### src/rtl/spawn_if.sv
// spawn_if: frame pulse, random value, lane requests and grant bundle for spawn_scheduler
interface spawn_if #(parameter int NUM_REQ = 4);
  logic startOfFrame;
  logic [3:0] random;
  logic [NUM_REQ-1:0] req;
  logic [NUM_REQ-1:0] grant;
  logic [3:0] grant_value;
  logic busy;
  modport master(output startOfFrame, random, req, input grant, grant_value, busy);
  modport slave(input startOfFrame, random, req, output grant, grant_value, busy);
endinterface

### src/rtl/spawn_scheduler.sv
// spawn_scheduler: once-per-frame round-robin spawn arbiter; per-lane cooldown when SPAWN_COOLDOWN_EN is defined
module spawn_scheduler #(
  parameter int NUM_REQ = 4,
  parameter int PTR_W = 3
) (
  input logic clk,
  input logic reset,
  spawn_if.slave s
);
  typedef enum logic [1:0] {IDLE, ARB, GRANT} state_t;
  state_t state, state_n;
  logic pending;
  logic [PTR_W-1:0] ptr, win, win_n;
  logic [NUM_REQ-1:0] elig, gnt;
  logic [3:0] gval, val_n;
  logic frame_go;
  assign frame_go = state == IDLE && (s.startOfFrame || pending);
`ifdef SPAWN_COOLDOWN_EN
  logic [3:0] cd [NUM_REQ];
  always_comb begin
    elig = '0;
    for (int i = 0; i < NUM_REQ; i++) elig[i] = s.req[i] && cd[i] == 4'd0;
  end
  always_ff @(posedge clk)
    for (int i = 0; i < NUM_REQ; i++)
      if (reset) cd[i] <= '0;
      else if (frame_go && cd[i] != 4'd0) cd[i] <= cd[i] - 4'd1;
      else if (state == GRANT && PTR_W'(i) == win) cd[i] <= gval;
`else
  assign elig = s.req;
`endif
  assign val_n = s.random == 4'd0 ? 4'd1 : s.random > 4'd12 ? 4'd12 : s.random;
  // later overwrites come from smaller offsets, so the lane nearest after ptr wins
  always_comb begin
    win_n = ptr;
    for (int k = NUM_REQ; k >= 1; k--)
      for (int i = 0; i < NUM_REQ; i++)
        if (elig[i] && i == (int'(ptr) + k) % NUM_REQ) win_n = PTR_W'(i);
  end
  always_comb begin
    state_n = state == IDLE ? (frame_go ? ARB : IDLE) :
              state == ARB ? (|elig ? GRANT : IDLE) : IDLE;
  end
  always_ff @(posedge clk) begin
    if (reset) begin
      state <= IDLE;
      pending <= 1'b0;
      ptr <= PTR_W'(NUM_REQ - 1);
      win <= '0;
      gnt <= '0;
      gval <= '0;
    end else begin
      state <= state_n;
      gnt <= '0;
      gval <= '0;
      pending <= state == IDLE ? 1'b0 : (pending || s.startOfFrame);
      if (state == ARB && |elig) begin
        win <= win_n;
        gnt <= NUM_REQ'(1) << win_n;
        gval <= val_n;
      end
      if (state == GRANT) ptr <= win;
    end
  end
  assign s.grant = gnt;
  assign s.grant_value = gval;
  assign s.busy = state != IDLE;
endmodule

### src/flat_wrapper.sv
// flat-port wrapper written by rule: the top's interface ports become plain ports
module spawn_scheduler_flat 
#(
  parameter int NUM_REQ = 4,
  parameter int PTR_W = 3
)
  (clk, reset, s_startOfFrame, s_random, s_req, s_grant, s_grant_value, s_busy);
  spawn_if #(.NUM_REQ(NUM_REQ)) s_i ();
  input logic clk;
  input logic reset;
  input wire logic [$bits(s_i.startOfFrame)-1:0] s_startOfFrame;
  input wire logic [$bits(s_i.random)-1:0] s_random;
  input wire logic [$bits(s_i.req)-1:0] s_req;
  output wire logic [$bits(s_i.grant)-1:0] s_grant;
  output wire logic [$bits(s_i.grant_value)-1:0] s_grant_value;
  output wire logic [$bits(s_i.busy)-1:0] s_busy;
  assign s_i.startOfFrame = s_startOfFrame;
  assign s_i.random = s_random;
  assign s_i.req = s_req;
  assign s_grant = s_i.grant;
  assign s_grant_value = s_i.grant_value;
  assign s_busy = s_i.busy;
  spawn_scheduler #(.NUM_REQ(NUM_REQ), .PTR_W(PTR_W)) u_core (.clk(clk), .reset(reset), .s(s_i));
endmodule
### config.mk
export PLATFORM = sky130hd
export DESIGN_NAME = spawn_scheduler_flat
export DESIGN_NICKNAME = d
export VERILOG_FILES = /design/src/rtl/spawn_if.sv /design/src/rtl/spawn_scheduler.sv /design/src/flat_wrapper.sv
export SDC_FILE = /design/constraint.sdc
export NUM_CORES = 1
export LEC_CHECK = 0
export CAP_MARGIN = 20
export CORE_MARGIN = 2
export CORE_UTILIZATION = 35
export CTS_BUF_LIST = sky130_fd_sc_hd__clkbuf_4 sky130_fd_sc_hd__clkbuf_8
export DETAILED_ROUTE_END_ITERATION = 8
export PLACE_DENSITY = 0.67
export SLEW_MARGIN = 25
export SYNTH_ARGS = -nofsm -noshare
export SYNTH_HDL_FRONTEND = slang
export SYNTH_SLANG_ARGS = --single-unit
### constraint.sdc
create_clock -name clk -period 1.23 [get_ports clk]
set_input_delay 0.123 -clock clk [delete_from_list [all_inputs] [get_ports clk]]
set_output_delay 0.123 -clock clk [all_outputs]
set_load 0.05 [all_outputs]
==> results_dict.tcl, run 1 <==
set metrics [dict create \
    maxSlewHeadroom_pct 77.5 \
    period_share_pct 98.6 \
    setup_viol 0 \
    nFillCells 119 \
    finalPower_mw 1.03 \
    path_class "flop to flop" \
    arrival_ns 1.41 \
    reg2reg_slack_ns 0.02 \
    crit_path_frequent_cell "buf_4" \
    worst_r2r_path_depth 4 \
    pre_cts_slack_ns -0.461 \
    start_util_pct 38.2 \
    final-max-slew-violation-count 0 \
    tightest_slew_ns 0.338 \
    path_max_fanout 4 \
    min_period_ns 1.21 \
    power_density_nw_per_um2 1030 \
    cts.sinks 15 \
    grtUsageMet3_pct 2.80 \
    vias 503 \
    required_ns 1.42 \
    antenna_cells 0 \
    synth_area_um2 589 \
    fmax_mhz 825 \
    first_global_vias 516 \
    grt_antenna_before_repair 0 \
    use_met1_pct 17.5 \
    cts_max_level 1 \
    yosys.area.top_type "dfxtp_1" \
    cts_hold_buf 0 \
    min_path_type "input port to flop" \
    dp_hpwl_um 891 \
    ios 20 \
    detail_route.iter0.violations 11 \
    synth.area.top_cells "dfxtp_1 51%, nand2b_1 4.2%, a211oi_1 3.8%" \
    async_reset_ff_share_pct 0 \
    synth.distinct_cells 26 \
    cp-end-kind "flop" \
    ys.warnings.count 0 \
    cts_tree "yes" \
    dieWidth_um 45.0 \
    ir_worst_vdd_mv 0.572 \
    core-area_um2 1540 \
    synthTopCellsByCount "15 x dfxtp_1, 4 x nand2b_1, 3 x a211oi_1, 3 x a21oi_1, 3 x nor2_1" \
    drcViolationCount 0 \
    cts-root-buf "clkbuf_4" \
    fp-row-count 14 \
    syn_inst 58 \
    insertion_delay_ns 0.29 \
    ys_seq_elements 15 \
    power.leakage_nw 0.417 \
    drtPass1Iterations 4 \
    routabilityCongestion 0.732 \
    synth_top_flop_cell "dfxtp_1" \
    globalRouteOverflowTotal 0 \
    setup_ws_ns 0.0176 \
    cpPeakStageDelay_ns 0.36 \
    fin_nets 97 \
    yosysSeqAreaShare_pct 51.0 \
    path_clk_slew_ns 0.09 \
    grt_usage_pct 14.7 \
    syn_avg_cell_area_um2 10.2 \
    grt_start_max_net_pins 10 \
    dieArea_um2 2030 \
    dieHeight_um 45.0 \
    area_growth_pct 68.8 \
    wl_um 1240 \
    ant_nets 0 \
    finalHoldViolCount 0 \
    io_buffers 19 \
    routed_via_density 4.98 \
    final_util_pct 64.5 \
    syn-num-nets 69 \
    busiest_layer "met2" \
    rsz0062_at_grt "yes" \
    wire_per_inst_um 12.3 \
    cts_made_buffers 3 \
    status "completed" \
    cap_violations 0 \
    hold_path_depth 2 \
    met2_usage_pct 24.3 \
    crit_chain "buf_4 > buf_4 > a211o_1 > and3_1" \
    synth_edf_count 0 \
    grt_pass1_wl_um 2130 \
    skew_ns 0.00841 \
    synth_top_area_share_pct 51.0 \
    start_kind "flop" \
    post-synth-top-count-cell "dfxtp_1" \
    slowest_stage "dfxtp_4" \
    cts_max_path_buffers 2 \
    layout-drive-gt1-share_pct 37.6 \
]
==> worst max-delay path: cells and delay by family (launching register included) <==
family                 cells  cell delay (ns)
DFF                        1             0.36
and+or+nand+nor            1             0.19
buffers and inverters      2             0.29
AOI/OAI and AO/OA          1             0.29
==> flip-flops by register name (all words and copies together), names as in the netlist <==
name                  flops
u_core.state              2
u_core.win                2
u_core.pending            1
u_core.s.grant_value      4
u_core.ptr                2
u_core.s.grant            4
==> stage by stage <==
step / hold WS, ns / instance area [um^2] / setup TNS [ns] / std cells
after floorplan: 0.196 / 589 / 0 / 58
after global placement: 0.465 / 906 / -4.40 / 97
after detailed placement: 0.472 / 906 / -4.46 / 97
after CTS: 0.435 / 967 / 0 / 101
after global routing: 0.435 / 995 / -0.105 / 101
final: 0.440 / 995 / 0 / 101
==> power by group <==
| group | total, mW | internal (mW) | leakage (nW) | switching (mW) |
|---|---|---|---|---|
| Sequential | 0.520 | 0.506 | 0.122 | 0.0147 |
| Combinational | 0.225 | 0.118 | 0.277 | 0.107 |
| Clock | 0.281 | 0.121 | 0.0177 | 0.160 |
==> timing repair <==
item | CTS | global route
pin swaps | 4 | 1
setup endpoints to repair | 11 | 6
setup buffers | 1 | 0
gates resized for setup | 13 | 6
==> layout make-up <==
cell class	instances	area [um^2]	share of cell area, %
multi-input cells	40	322	32.3
repair buffers	25	317	31.8
flip-flops and latches	15	305	30.7
clock buffers	3	22.5	2.26
well taps	16	20.0	2.01
clock inverters	1	5.00	0.503
inverters	1	3.75	0.377
==> cell usage in the layout (no fill, tap or decap), types with 2 or more instances in the layout <==
master / count
a211oi_1: 2
a21oi_2: 2
and2_1: 2
and3_1: 2
buf_12: 8
buf_4: 6
clkbuf_4: 3
clkdlybuf4s50_1: 7
dfxtp_1: 13
dlygate4sd2_1: 3
mux2i_1: 2
nand2_1: 2
nand2b_1: 4
nor2_1: 3
nor2b_1: 2
nor3b_2: 2
or2b_1: 2
==> per-layer routing <==
| metal | part of all wire (%) | vias up | wire, um |
|---|---|---|---|
| li1 | - | 259 | - |
| met4 | 2.0 | 0 | 25 |
| met1 | 44 | 232 | 546 |
| met2 | 52 | 9 | 652 |
| met3 | 1.7 | 3 | 21 |
| met5 | 0 | - | 0 |
==> cell families (layout without fill, tap and decap cells) <==
family,Yosys count,after routing,share of synthesized area (%)
AND/OR/NAND/NOR,27,27,28.9
flip-flops,15,15,51.0
AO/OA/AOI/OAI,11,11,13.4
buffers and inverters,3,30,3.40
multiplexers,2,2,3.40
==> final timing paths <==
check                                    from                      end
worst min-delay path              s_random[1]  u_core.s.grant_value[1]
worst min register to register  u_core.win[1]            u_core.ptr[1]
worst max-delay path            u_core.ptr[1]        u_core.s.grant[0]
worst max register to register  u_core.ptr[1]        u_core.s.grant[0]
Note: power is estimated with default switching activity, not from simulation.
==> inputs of run 2 (changes only) <==
Settings changed: CORE_MARGIN 2 to 1, SLEW_MARGIN 25 to default.
==> results_dict.tcl, run 2 (synthesis results as in run 1) <==
set metrics [dict create \
    status "finished with violations" \
    violations "negative setup slack" \
    wl_um 1260 \
    skew_ns 0.00180 \
    vias 509 \
    globalRouteOverflowTotal 0 \
    post-place-cells 97 \
    ant_nets 0 \
    worst_r2r_path_depth 5 \
    drtPass1Iterations 3 \
    layout-drive-gt1-share_pct 43.0 \
    cts_made_buffers 3 \
    first_global_vias 459 \
    path_clk_slew_ns 0.09 \
    routabilityCongestion 0.690 \
    critPathBufInv 1 \
    design_area_um2 1010 \
    cts-root-buf "clkbuf_4" \
    period_share_pct 101 \
    cts_tree "yes" \
    reg2reg_from "u_core.ptr[1]" \
    setup_viol 1 \
    cts.sinks 15 \
    cpPeakStageDelay_ns 0.37 \
    cts_max_level 1 \
    dieArea_um2 1850 \
    nFillCells 128 \
    min_period_ns 1.24 \
    fin_setup_tns_ns -0.0141 \
    cap_violations 0 \
    layout_commonest_cell "dfxtp_1" \
    grt_pass1_wl_um 2100 \
    multi_input_area_um2 335 \
    insertion_delay_ns 0.27 \
    routed_via_density 4.99 \
    cts_max_path_buffers 2 \
    ios 20 \
    final_cell_mix "14 x dfxtp_1, 8 x buf_12, 7 x clkdlybuf4s50_1, 7 x buf_4" \
    path_delay_family "simple AND/OR/NAND/NOR gates" \
    fp-row-count 14 \
    core-area_um2 1540 \
    ir_worst_vdd_mv 0.654 \
    setup_ws_ns -0.0141 \
    start_kind "flop" \
    tightest_slew_ns 0.249 \
    maxSlewHeadroom_pct 83.3 \
    final_util_pct 65.7 \
    fmax_mhz 804 \
    slowest_stage "dfxtp_4" \
    final-max-slew-violation-count 0 \
    wire_per_inst_um 12.3 \
    fin_cells 102 \
    reg2reg_slack_ns -0.01 \
    post_dp_cell_area_um2 906 \
    dp_hpwl_um 940 \
    power.leakage_nw 0.418 \
    drcViolationCount 0 \
    grt_usage_pct 15.2 \
    seq_area_um2 304 \
    area_growth_pct 72.0 \
    fin_nets 98 \
    critPathLaunch "u_core.ptr[1]" \
    grt_antenna_before_repair 0 \
    dieWidth_um 43.0 \
    io_buffers 19 \
    cp-end-kind "flop" \
    crit_chain "or2b_1 > a21oi_2 > a311oi_2 > buf_4 > and3_4" \
    arrival_ns 1.42 \
    crit_end "u_core.s.grant[0]" \
    power_density_nw_per_um2 1030 \
    cts_hold_buf 0 \
    start_util_pct 38.2 \
    grt_start_max_net_pins 10 \
    detail_route.iter0.violations 2 \
    dieHeight_um 43.0 \
    worstReg2RegEnd "u_core.s.grant[0]" \
    cp.depth 5 \
    path_class "flop to flop" \
    min_path_type "input port to flop" \
    required_ns 1.40 \
    path_max_fanout 5 \
    finalHoldViolCount 0 \
    rsz0062_at_grt "yes" \
    antenna_cells 0 \
]
==> run 2: what timing repair did <==
action,4_1_cts,5_1_grt
pin swaps,2,7
gates resized for setup,14,9
setup buffers,1,0
endpoints found under the setup margin,12,7
==> run 2: cell type report <==
class | count | area share (%)
clock buffers | 4 | 2.96
inverters | 1 | 0.370
multi-input cells | 40 | 33.1
flip-flops and latches | 15 | 30.0
well taps | 16 | 1.98
repair buffers | 26 | 31.6
==> run 2: metal layers <==
layer / wire [um] / GRT usage (%) / up-vias / share of wire [%]
met3: 36 / 3.83 / 2 / 2.9
met1: 600 / 21.7 / 239 / 48
met4: 19 / 5.45 / 0 / 1.5
met5: 0 / 0 / - / 0
li1: - / - / 260 / -
met2: 602 / 22.1 / 8 / 48
==> run 2: worst min-delay path by stage <==
stage	start	end	cells after the start
2_1_floorplan	reset	u_core.win[0]	1
3_3_place_gp	u_core.win[1]	u_core.ptr[1]	2
3_5_place_dp	u_core.win[0]	u_core.ptr[0]	2
4_1_cts	s_random[1]	u_core.s.grant_value[1]	2
5_1_grt	s_random[1]	u_core.s.grant_value[1]	2
6_report	s_random[1]	u_core.s.grant_value[1]	2
==> run 2: per-stage QoR <==
| stage | power (mW) | setup WS [ns] | hold WS, ns |
|---|---|---|---|
| 2_1_floorplan | 0.632 | 0.0237 | 0.196 |
| 3_3_place_gp | 0.731 | -0.452 | 0.464 |
| 3_5_place_dp | 0.735 | -0.510 | 0.477 |
| 4_1_cts | 1.04 | -0.00917 | 0.444 |
| 5_1_grt | 1.10 | -0.0637 | 0.463 |
| 6_report | 1.04 | -0.0141 | 0.457 |
==> run 2: report_power, final <==
| part | total [mW] | internal (mW) | switching, mW |
|---|---|---|---|
| logic | 0.230 | 0.120 | 0.110 |
| registers | 0.520 | 0.505 | 0.0151 |
| clock network | 0.292 | 0.147 | 0.145 |
| total | 1.04 | 0.773 | 0.270 |
==> inputs of run 3 (changes only) <==
Settings changed: PLACE_DENSITY 0.67 to 0.71.
==> results_dict.tcl, run 3 (synthesis results as in run 1) <==
set metrics [dict create \
    fp-row-count 14 \
    dieArea_um2 1850 \
    dieWidth_um 43.0 \
    grt_pass1_wl_um 1960 \
    dieHeight_um 43.0 \
    globalRouteOverflowTotal 0 \
    ios 20 \
    start_kind "flop" \
    p_sw_uw 271 \
    period_share_pct 101 \
    min_path_type "input port to flop" \
    insertion_delay_ns 0.27 \
    cap_violations 0 \
    fin_nets 97 \
    cts_max_path_buffers 2 \
    final-max-slew-violation-count 0 \
    setup_ws_ns -0.00815 \
    maxSlewHeadroom_pct 78.9 \
    arrival_ns 1.44 \
    p_seq_share_pct 50.2 \
    ir_worst_vdd_mv 0.648 \
    finalHoldViolCount 0 \
    grt_antenna_before_repair 0 \
    path_max_fanout 5 \
    power.leakage_nw 0.424 \
    required_ns 1.43 \
    worst_r2r_path_depth 4 \
    cts_max_level 1 \
    reg2reg_slack_ns -0.008 \
    cts_tree "yes" \
    cts.sinks 15 \
    path_class "flop to flop" \
    grt_start_max_net_pins 10 \
    worstReg2RegEnd "u_core.win[1]" \
    comb_power_share_pct 21.4 \
    detail_route.iter0.violations 10 \
    cp-end-kind "flop" \
    vias 521 \
    start_util_pct 38.2 \
    core-area_um2 1540 \
    critPathLaunch "u_core.ptr[1]" \
    wire_per_inst_um 13.2 \
    routabilityCongestion 0.871 \
    cts_made_buffers 3 \
    skew_ns 0.00202 \
    layout_commonest_cell "dfxtp_1" \
    drtPass1Iterations 2 \
    final_cell_mix "13 x dfxtp_1, 8 x buf_12, 7 x clkdlybuf4s50_1" \
    setup_viol 2 \
    wl_um 1340 \
    power_density_nw_per_um2 1070 \
    ant_nets 0 \
    post_dp_cell_area_um2 891 \
    grt_usage_pct 14.7 \
    rsz0062_at_grt "yes" \
    min_period_ns 1.24 \
    whs_ns 0.460 \
    tightest_slew_ns 0.315 \
    io_buffers 19 \
    intPower_uw 771 \
    routed_via_density 5.16 \
    status "finished with violations" \
    dp_hpwl_um 848 \
    design_area_um2 978 \
    cts-root-buf "clkbuf_4" \
    area_growth_pct 66.0 \
    layout-drive-gt1-share_pct 36.5 \
    fmax_mhz 808 \
    drcViolationCount 0 \
    clkPwrFrac_pct 28.4 \
    crit_end "u_core.win[1]" \
    nFillCells 122 \
    first_global_vias 429 \
    reg2reg_from "u_core.ptr[1]" \
    path_clk_slew_ns 0.09 \
    violations "negative setup slack" \
    antenna_cells 0 \
    switching_share_pct 26.0 \
]
[run 3: area by class of cell]
| cell class | instances | area [um^2] | area share, % |
|---|---|---|---|
| flip-flops and latches | 15 | 303 | 30.9 |
| multi-input cells | 41 | 309 | 31.6 |
| inverters | 1 | 3.75 | 0.384 |
| well taps | 16 | 20.0 | 2.05 |
| clock buffers | 4 | 30.0 | 3.07 |
| repair buffers | 24 | 313 | 32.0 |
[run 3: per-layer routing]
metal / track usage, % / vias up / part of all wire (%)
li1: - / 259 / -
met4: 7.27 / 0 / 1.0
met3: 3.83 / 2 / 4.6
met5: 0 / - / 0
met2: 20.3 / 12 / 50
met1: 21.1 / 248 / 44
[run 3: worst min-delay path by stage]
stage,slack [ns],endpoint,from,cells past startpoint
after floorplan,0.20,u_core.win[0],reset,1
after global placement,0.46,u_core.ptr[0],u_core.win[0],2
after detailed placement,0.46,u_core.ptr[0],u_core.win[0],2
after CTS,0.45,u_core.s.grant_value[2],s_random[2],2
after global routing,0.46,u_core.s.grant_value[2],s_random[2],2
final,0.46,u_core.s.grant_value[2],s_random[2],2
[run 3: power groups by stage]
stage	registers (mW)	logic, mW	clock network (mW)
floorplan	0.548	0.0843	0
global placement	0.532	0.193	0
detailed placement	0.532	0.194	0
CTS	0.522	0.206	0.304
global route	0.526	0.241	0.319
finish	0.523	0.223	0.296
[run 3: timing repair]
action | 4_1_cts | 5_1_grt
pin swaps | 2 | 4
resized for setup | 8 | 7
setup buffers | 1 | 0
endpoints found under the setup margin | 11 | 11
hold buffers | 0 | 0
cloned | 0 | 1
[run 3: critical path: stages (launching register included)]
cell and delay (ns):
dfxtp_2 0.36, nand2_1 0.09, and3b_1 0.20, a211o_1 0.28, a211oi_2 0.23
[run 3: stage by stage]
step / utilization (%) / TNS (ns) / power, mW / setup slack (ns) / std cells
after CTS: 61.4 / -0.00306 / 1.03 / -0.00306 / 100
after detailed placement: 57.8 / -3.77 / 0.726 / -0.378 / 95
after global placement: 57.8 / -3.29 / 0.725 / -0.327 / 95
after floorplan: - / 0 / 0.632 / 0.0237 / 58
after global routing: 63.5 / -0.285 / 1.09 / -0.0857 / 101
final: 63.5 / -0.0155 / 1.04 / -0.00815 / 101
